$ cat config.mk
export PLATFORM = sky130hd
export DESIGN_NAME = niosii_ram_loader
export DESIGN_NICKNAME = d
export VERILOG_FILES = /design/src/rtl/niosii_ram_loader.sv
export SDC_FILE = /design/constraint.sdc
export NUM_CORES = 1
export LEC_CHECK = 0
export CORE_MARGIN = 2
export CORE_UTILIZATION = 62
export DETAILED_ROUTE_END_ITERATION = 7
export GPL_TIMING_DRIVEN = 0
export PLACE_DENSITY_LB_ADDON = 0.2
export SLEW_MARGIN = 20
export SYNTH_ARGS = -nofsm -noshare
export SYNTH_HDL_FRONTEND = slang
export SYNTH_SLANG_ARGS = --single-unit
$ cat constraint.sdc
create_clock -name clk -period 10.35 [get_ports clk]
set_input_delay 3.105 -clock clk [delete_from_list [all_inputs] [get_ports clk]]
set_output_delay 3.105 -clock clk [all_outputs]
set_load 0.05 [all_outputs]
$ cat src/rtl/niosii_ram_loader.sv
`default_nettype none
// niosii_ram_loader: packs a byte stream into 32-bit words, writes them to RAM, then optionally reads them back and verifies the sum.
// Rev 1.0
module niosii_ram_loader #(
  parameter int DEPTH  = 6400,
  parameter bit VERIFY = 1'b1
) (
  input  logic        clk,
  input  logic        reset,
  input  logic        start,
  input  logic [12:0] base_addr,
  input  logic [12:0] word_count,
  input  logic [7:0]  in_data,
  input  logic        in_valid,
  output logic        in_ready,
  output logic [12:0] address,
  output logic [3:0]  byteenable,
  output logic        chipselect,
  output logic        write,
  output logic [31:0] writedata,
  input  logic [31:0] readdata,
  output logic        busy,
  output logic        done,
  output logic        error,
  output logic [31:0] checksum
);

  localparam logic [2:0] c_idle  = 3'd0;
  localparam logic [2:0] c_fill  = 3'd1;
  localparam logic [2:0] c_write = 3'd2;
  localparam logic [2:0] c_vrd   = 3'd3;
  localparam logic [2:0] c_vcmp  = 3'd4;
  localparam logic [2:0] c_done  = 3'd5;
  localparam logic [13:0] c_depth = 14'(DEPTH);

  logic [2:0]  state_q, state_d;
  logic [12:0] addr_q, addr_d;
  logic [12:0] base_q, base_d;
  logic [12:0] count_q, count_d;
  logic [12:0] idx_q, idx_d;
  logic [1:0]  byte_cnt_q, byte_cnt_d;
  logic [31:0] word_q, word_d;
  logic [31:0] checksum_q, checksum_d;
  logic [31:0] vsum_q, vsum_d;
  logic        error_q, error_d;

  logic [13:0] w_range;
  logic        w_last;

  assign w_range = {1'b0, base_addr} + {1'b0, word_count};
  assign w_last  = (idx_q == count_q - 13'd1);

  always_comb begin
    state_d    = state_q;
    addr_d     = addr_q;
    base_d     = base_q;
    count_d    = count_q;
    idx_d      = idx_q;
    byte_cnt_d = byte_cnt_q;
    word_d     = word_q;
    checksum_d = checksum_q;
    vsum_d     = vsum_q;
    error_d    = error_q;
    case (state_q)
      c_idle: begin
        if (start) begin
          // An empty load still counts as an accepted start.
          if (word_count == 13'd0) begin
            checksum_d = 32'd0;
            error_d    = 1'b0;
            state_d    = c_done;
          end else if (w_range > c_depth) begin
            error_d = 1'b1;
          end else begin
            base_d     = base_addr;
            addr_d     = base_addr;
            count_d    = word_count;
            idx_d      = 13'd0;
            byte_cnt_d = 2'd0;
            checksum_d = 32'd0;
            error_d    = 1'b0;
            state_d    = c_fill;
          end
        end
      end
      c_fill: begin
        if (in_valid) begin
          word_d[{byte_cnt_q, 3'b000} +: 8] = in_data;
          byte_cnt_d = byte_cnt_q + 2'd1;
          if (byte_cnt_q == 2'd3) state_d = c_write;
        end
      end
      c_write: begin
        checksum_d = checksum_q + word_q;
        if (w_last) begin
          if (VERIFY) begin
            addr_d  = base_q;
            idx_d   = 13'd0;
            vsum_d  = 32'd0;
            state_d = c_vrd;
          end else begin
            state_d = c_done;
          end
        end else begin
          addr_d  = addr_q + 13'd1;
          idx_d   = idx_q + 13'd1;
          state_d = c_fill;
        end
      end
      c_vrd: state_d = c_vcmp;
      c_vcmp: begin
        vsum_d = vsum_q + readdata;
        addr_d = addr_q + 13'd1;
        if (w_last) begin
          if (vsum_d != checksum_q) begin
            error_d = 1'b1;
            state_d = c_idle;
          end else begin
            state_d = c_done;
          end
        end else begin
          idx_d   = idx_q + 13'd1;
          state_d = c_vrd;
        end
      end
      c_done:  state_d = c_idle;
      default: state_d = c_idle;
    endcase
  end

  always_ff @(posedge clk or posedge reset) begin
    if (reset) begin
      state_q    <= c_idle;
      addr_q     <= 13'd0;
      base_q     <= 13'd0;
      count_q    <= 13'd0;
      idx_q      <= 13'd0;
      byte_cnt_q <= 2'd0;
      word_q     <= 32'd0;
      checksum_q <= 32'd0;
      vsum_q     <= 32'd0;
      error_q    <= 1'b0;
    end else begin
      state_q    <= state_d;
      addr_q     <= addr_d;
      base_q     <= base_d;
      count_q    <= count_d;
      idx_q      <= idx_d;
      byte_cnt_q <= byte_cnt_d;
      word_q     <= word_d;
      checksum_q <= checksum_d;
      vsum_q     <= vsum_d;
      error_q    <= error_d;
    end
  end

  assign in_ready   = (state_q == c_fill);
  assign chipselect = (state_q == c_write) || (state_q == c_vrd);
  assign write      = (state_q == c_write);
  assign address    = addr_q;
  assign byteenable = 4'hF;
  assign writedata  = word_q;
  assign busy       = (state_q != c_idle);
  assign done       = (state_q == c_done);
  assign error      = error_q;
  assign checksum   = checksum_q;

endmodule
`default_nettype wire
==> impl_metrics.env <==
export IMPL_final_max_slew_violation_count=0
export IMPL_hp_class="flop to flop"
export IMPL_fillers=1544
export IMPL_crit_path_top_delay_cell="clkdlybuf4s50_1"
export IMPL_timing_rr_end="state_q[2]$_DFFE_PP0P_"
export IMPL_ys_seq_area_frac=0.299
export IMPL_required_ns=10.67
export IMPL_fin_nets=1846
export IMPL_vias=12848
export IMPL_grtUsageTotal=0.373
export IMPL_arrival_ns=7.36
export IMPL_period_needed_ns=7.03
export IMPL_crit_fanout=10
export IMPL_regArea_mm2=0.00385
export IMPL_crit_chain="clkdlybuf4s50_1, ha_1, inv_1, fa_1, nor2b_1, o221ai_1, a21o_1, a2111oi_0, nand2_1, a211oi_2, o311ai_1, a21oi_2, buf_2, a21boi_0, o21bai_1"
export IMPL_relSlewSlack=0.252
export IMPL_pwr_share_comb=0.641
export IMPL_cts_root_buf="clkbuf_16"
export IMPL_postRouteWirelength_um=41000
export IMPL_antenna_found_initial=0
export IMPL_drt_iter0_markers=1276
export IMPL_coreArea_mm2=0.0203
export IMPL_timing_reg2reg_setup_slack_ns=6.24
export IMPL_yosysWarnings=0
export IMPL_hpwl_um=31700
export IMPL_grt_pass1_vias=12139
export IMPL_clock_power_share=0.131
export IMPL_place_port_buffers=152
export IMPL_fin_util=0.760
export IMPL_synth_edf_count=0
export IMPL_die_h_um=148
export IMPL_cpPeakStageDelay_ns=0.52
export IMPL_numCtsBuffers=17
export IMPL_die_w_um=148
export IMPL_worst_path_buf_inv=3
export IMPL_hold_violations=0
export IMPL_skew_ns=0.0187
export IMPL_drtPass1Iterations=6
export IMPL_syn_avg_cell_area_um2=8.52
export IMPL_layout_commonest_cell="nand2_1"
export IMPL_multi_input_area_mm2=0.00858
export IMPL_cts_hold_buf=0
export IMPL_status="complete, no violations"
export IMPL_synth_async_reset_ratio=1.00
export IMPL_synthCells=1514
export IMPL_clk_pin_slew_ns=0.07
export IMPL_min_path_cells=1
export IMPL_max_cap_violations=0
export IMPL_routedWlPerCell_um=20.8
export IMPL_routed_via_density=6.52
export IMPL_p_leak_nw=6.63
export IMPL_rows=52
export IMPL_ant_nets=0
export IMPL_p_sw_mw=2.56
export IMPL_p_per_area_mw_per_mm2=325
export IMPL_irDropWorstVdd_mv=0.238
export IMPL_r2r_cells=13
export IMPL_clockBufferDepth=2
export IMPL_num_io_pins=157
export IMPL_grt_max_degree=93
export IMPL_start_kind="input pin"
export IMPL_tns_ns=0
export IMPL_grt_ovfl_total=0
export IMPL_r2r_start="vsum_q[0]$_DFFE_PP0P_"
export IMPL_ys_types=96
export IMPL_seq_power_share=0.227
export IMPL_synth_ff_type="dfrtp_1"
export IMPL_initial_core_util=0.635
export IMPL_syn_area_mm2=0.0129
export IMPL_whs_endpoint="vsum_q[31]$_DFFE_PP0P_"
export IMPL_tightestPinTransition_ns=1.11
export IMPL_internal_power_mw=2.44
export IMPL_postCtsSetupBuffers=0
export IMPL_path_class="input pin to flop"
export IMPL_clk_insertion_delay_late_ns=0.44
export IMPL_layout_common_cells="nand2_1, dfrtp_1, clkdlybuf4s50_1, o21ai_0, nor2_1"
export IMPL_switching_share=0.512
export IMPL_endpoint_kind="flop"
export IMPL_gp_congestion=0.997
export IMPL_max_freq_mhz=142
export IMPL_remaining_drc_errors=0
export IMPL_min_from="vsum_q[31]$_DFFE_PP0P_"
export IMPL_drive_gt1_frac=0.0740
export IMPL_crit_family="compound AO/OA/AOI/OAI gates"
export IMPL_area_growth_syn_to_layout_pct=19.6
export IMPL_ys_ff_latch=154
export IMPL_rsz0062_at_grt="false"
export IMPL_cts_tree="yes"
export IMPL_finalPower_mw=5.01
export IMPL_finalSetupViolations=0
export IMPL_antenna_cells=0
export IMPL_cts_max_level=4
export IMPL_clock_sinks=154
export IMPL_grt_first_pass_wirelength_um=64400
export IMPL_fin_crit_sh=0.679
export IMPL_cts_resized=0
export IMPL_dieArea_mm2=0.0220
-- final cells by class --
type	count	area share
plain buffers	73	0.0217
well taps	270	0.0219
repair buffers	153	0.100
inverters	37	0.00949
flip-flops and latches	154	0.250
multi-input cells	1253	0.556
clock inverters	14	0.0115
clock buffers	18	0.0285
-- how the worst max path moves through the flow --
stage                        startpoint                     end  slack, ns  depth (start not counted)
final                     word_count[0]    idx_q[5]$_DFFE_PP0P_       3.32                         15
after global routing      word_count[0]    idx_q[5]$_DFFE_PP0P_       3.09                         15
after CTS                 word_count[0]    idx_q[5]$_DFFE_PP0P_       3.50                         15
after detailed placement  word_count[0]  address[3]$_DFFE_PP0P_       3.07                         15
after global placement            reset   vsum_q[7]$_DFFE_PP0P_       1.07                          2
after floorplan                   reset  address[0]$_DFFE_PP0P_       3.10                          1
-- cell usage after synthesis, types with 7 or more instances --
cell      number  share of area
o21ai_1        9         0.0035
mux2i_1       15          0.012
nor3_1        31          0.012
o22ai_1       32          0.016
o211ai_1      13         0.0076
nor2_1        85          0.025
o31ai_1        7         0.0041
a211oi_1      17         0.0099
buf_4          7         0.0041
nand3_1       37          0.014
mux2_2        25          0.022
xnor2_1       51          0.035
dfrtp_1      154           0.30
nand2b_1      19         0.0092
nor3b_1        9         0.0052
or3_1         17         0.0082
xnor3_1       11          0.019
inv_1         36          0.010
nor2b_1       20         0.0097
xor2_1        48          0.033
o21bai_1       9         0.0052
ha_1          84          0.081
a22oi_1        8         0.0047
nand4_1       19         0.0092
a21oi_1       80          0.031
nand2_1      218          0.063
a21o_1        34          0.020
o21a_1        12         0.0070
and3_1        21          0.010
a22o_1        17          0.012
a31oi_1       24          0.012
a221oi_1       9         0.0061
nor4_1        18         0.0087
o21ai_0      121          0.047
clkbuf_1      42          0.012
buf_2         22         0.0085
and2_1         9         0.0044
-- power groups by stage --
| stage | Sequential (mW) | Clock [mW] | Combinational, mW |
|---|---|---|---|
| finish | 1.14 | 0.657 | 3.21 |
| global route | 1.17 | 0.682 | 3.45 |
| CTS | 1.13 | 0.659 | 3.15 |
| detailed placement | 1.13 | 0 | 3.12 |
| global placement | 1.12 | 0 | 3.05 |
| floorplan | 1.39 | 0 | 1.98 |
-- kinds of logic (layout without fill, tap and decap cells) --
logic type / count (synthesis) / count (layout) / share of synthesized area
flops: 154 / 154 / 0.299
mux: 42 / 42 / 0.0352
fa+ha+maj: 87 / 87 / 0.0861
xor+xnor: 111 / 111 / 0.0883
simple gates: 544 / 544 / 0.209
other cells: 1 / 4 / 0.000291
compound gates: 465 / 465 / 0.245
buf+inv: 110 / 295 / 0.0368
-- stage by stage --
stage,setup WS [ns],hold slack (ns),instance area [um^2],cells
after floorplan,3.10,0.451,12900,1517
after global placement,1.07,0.465,14800,1939
after detailed placement,3.07,0.481,14800,1940
after CTS,3.50,0.502,15400,1972
after global routing,3.09,0.515,15400,1972
final,3.32,0.498,15400,1972
-- sequential cells by signal (all words and copies together) (netlist names) --
name	count
checksum	32
vsum_q	32
writedata	32
address	13
base_q	13
count_q	13
idx_q	13
state_q	3
byte_cnt_q	2
error	1
-- worst register-to-register path, delay by kind of cell (launching register included) --
family                     cells  cell delay [ns]
buffers and inverters          1             0.07
DFF                            1             0.35
adders and majority gates      2             0.61
AOI/OAI and AO/OA              5             1.34
and+or+nand+nor                5             1.69
-- per-layer routing --
layer,track usage,part of all wire
met5,0,0
met4,0.122,0.030
met3,0.0813,0.10
met2,0.553,0.43
met1,0.545,0.44
(Power assumes the default switching activity.)
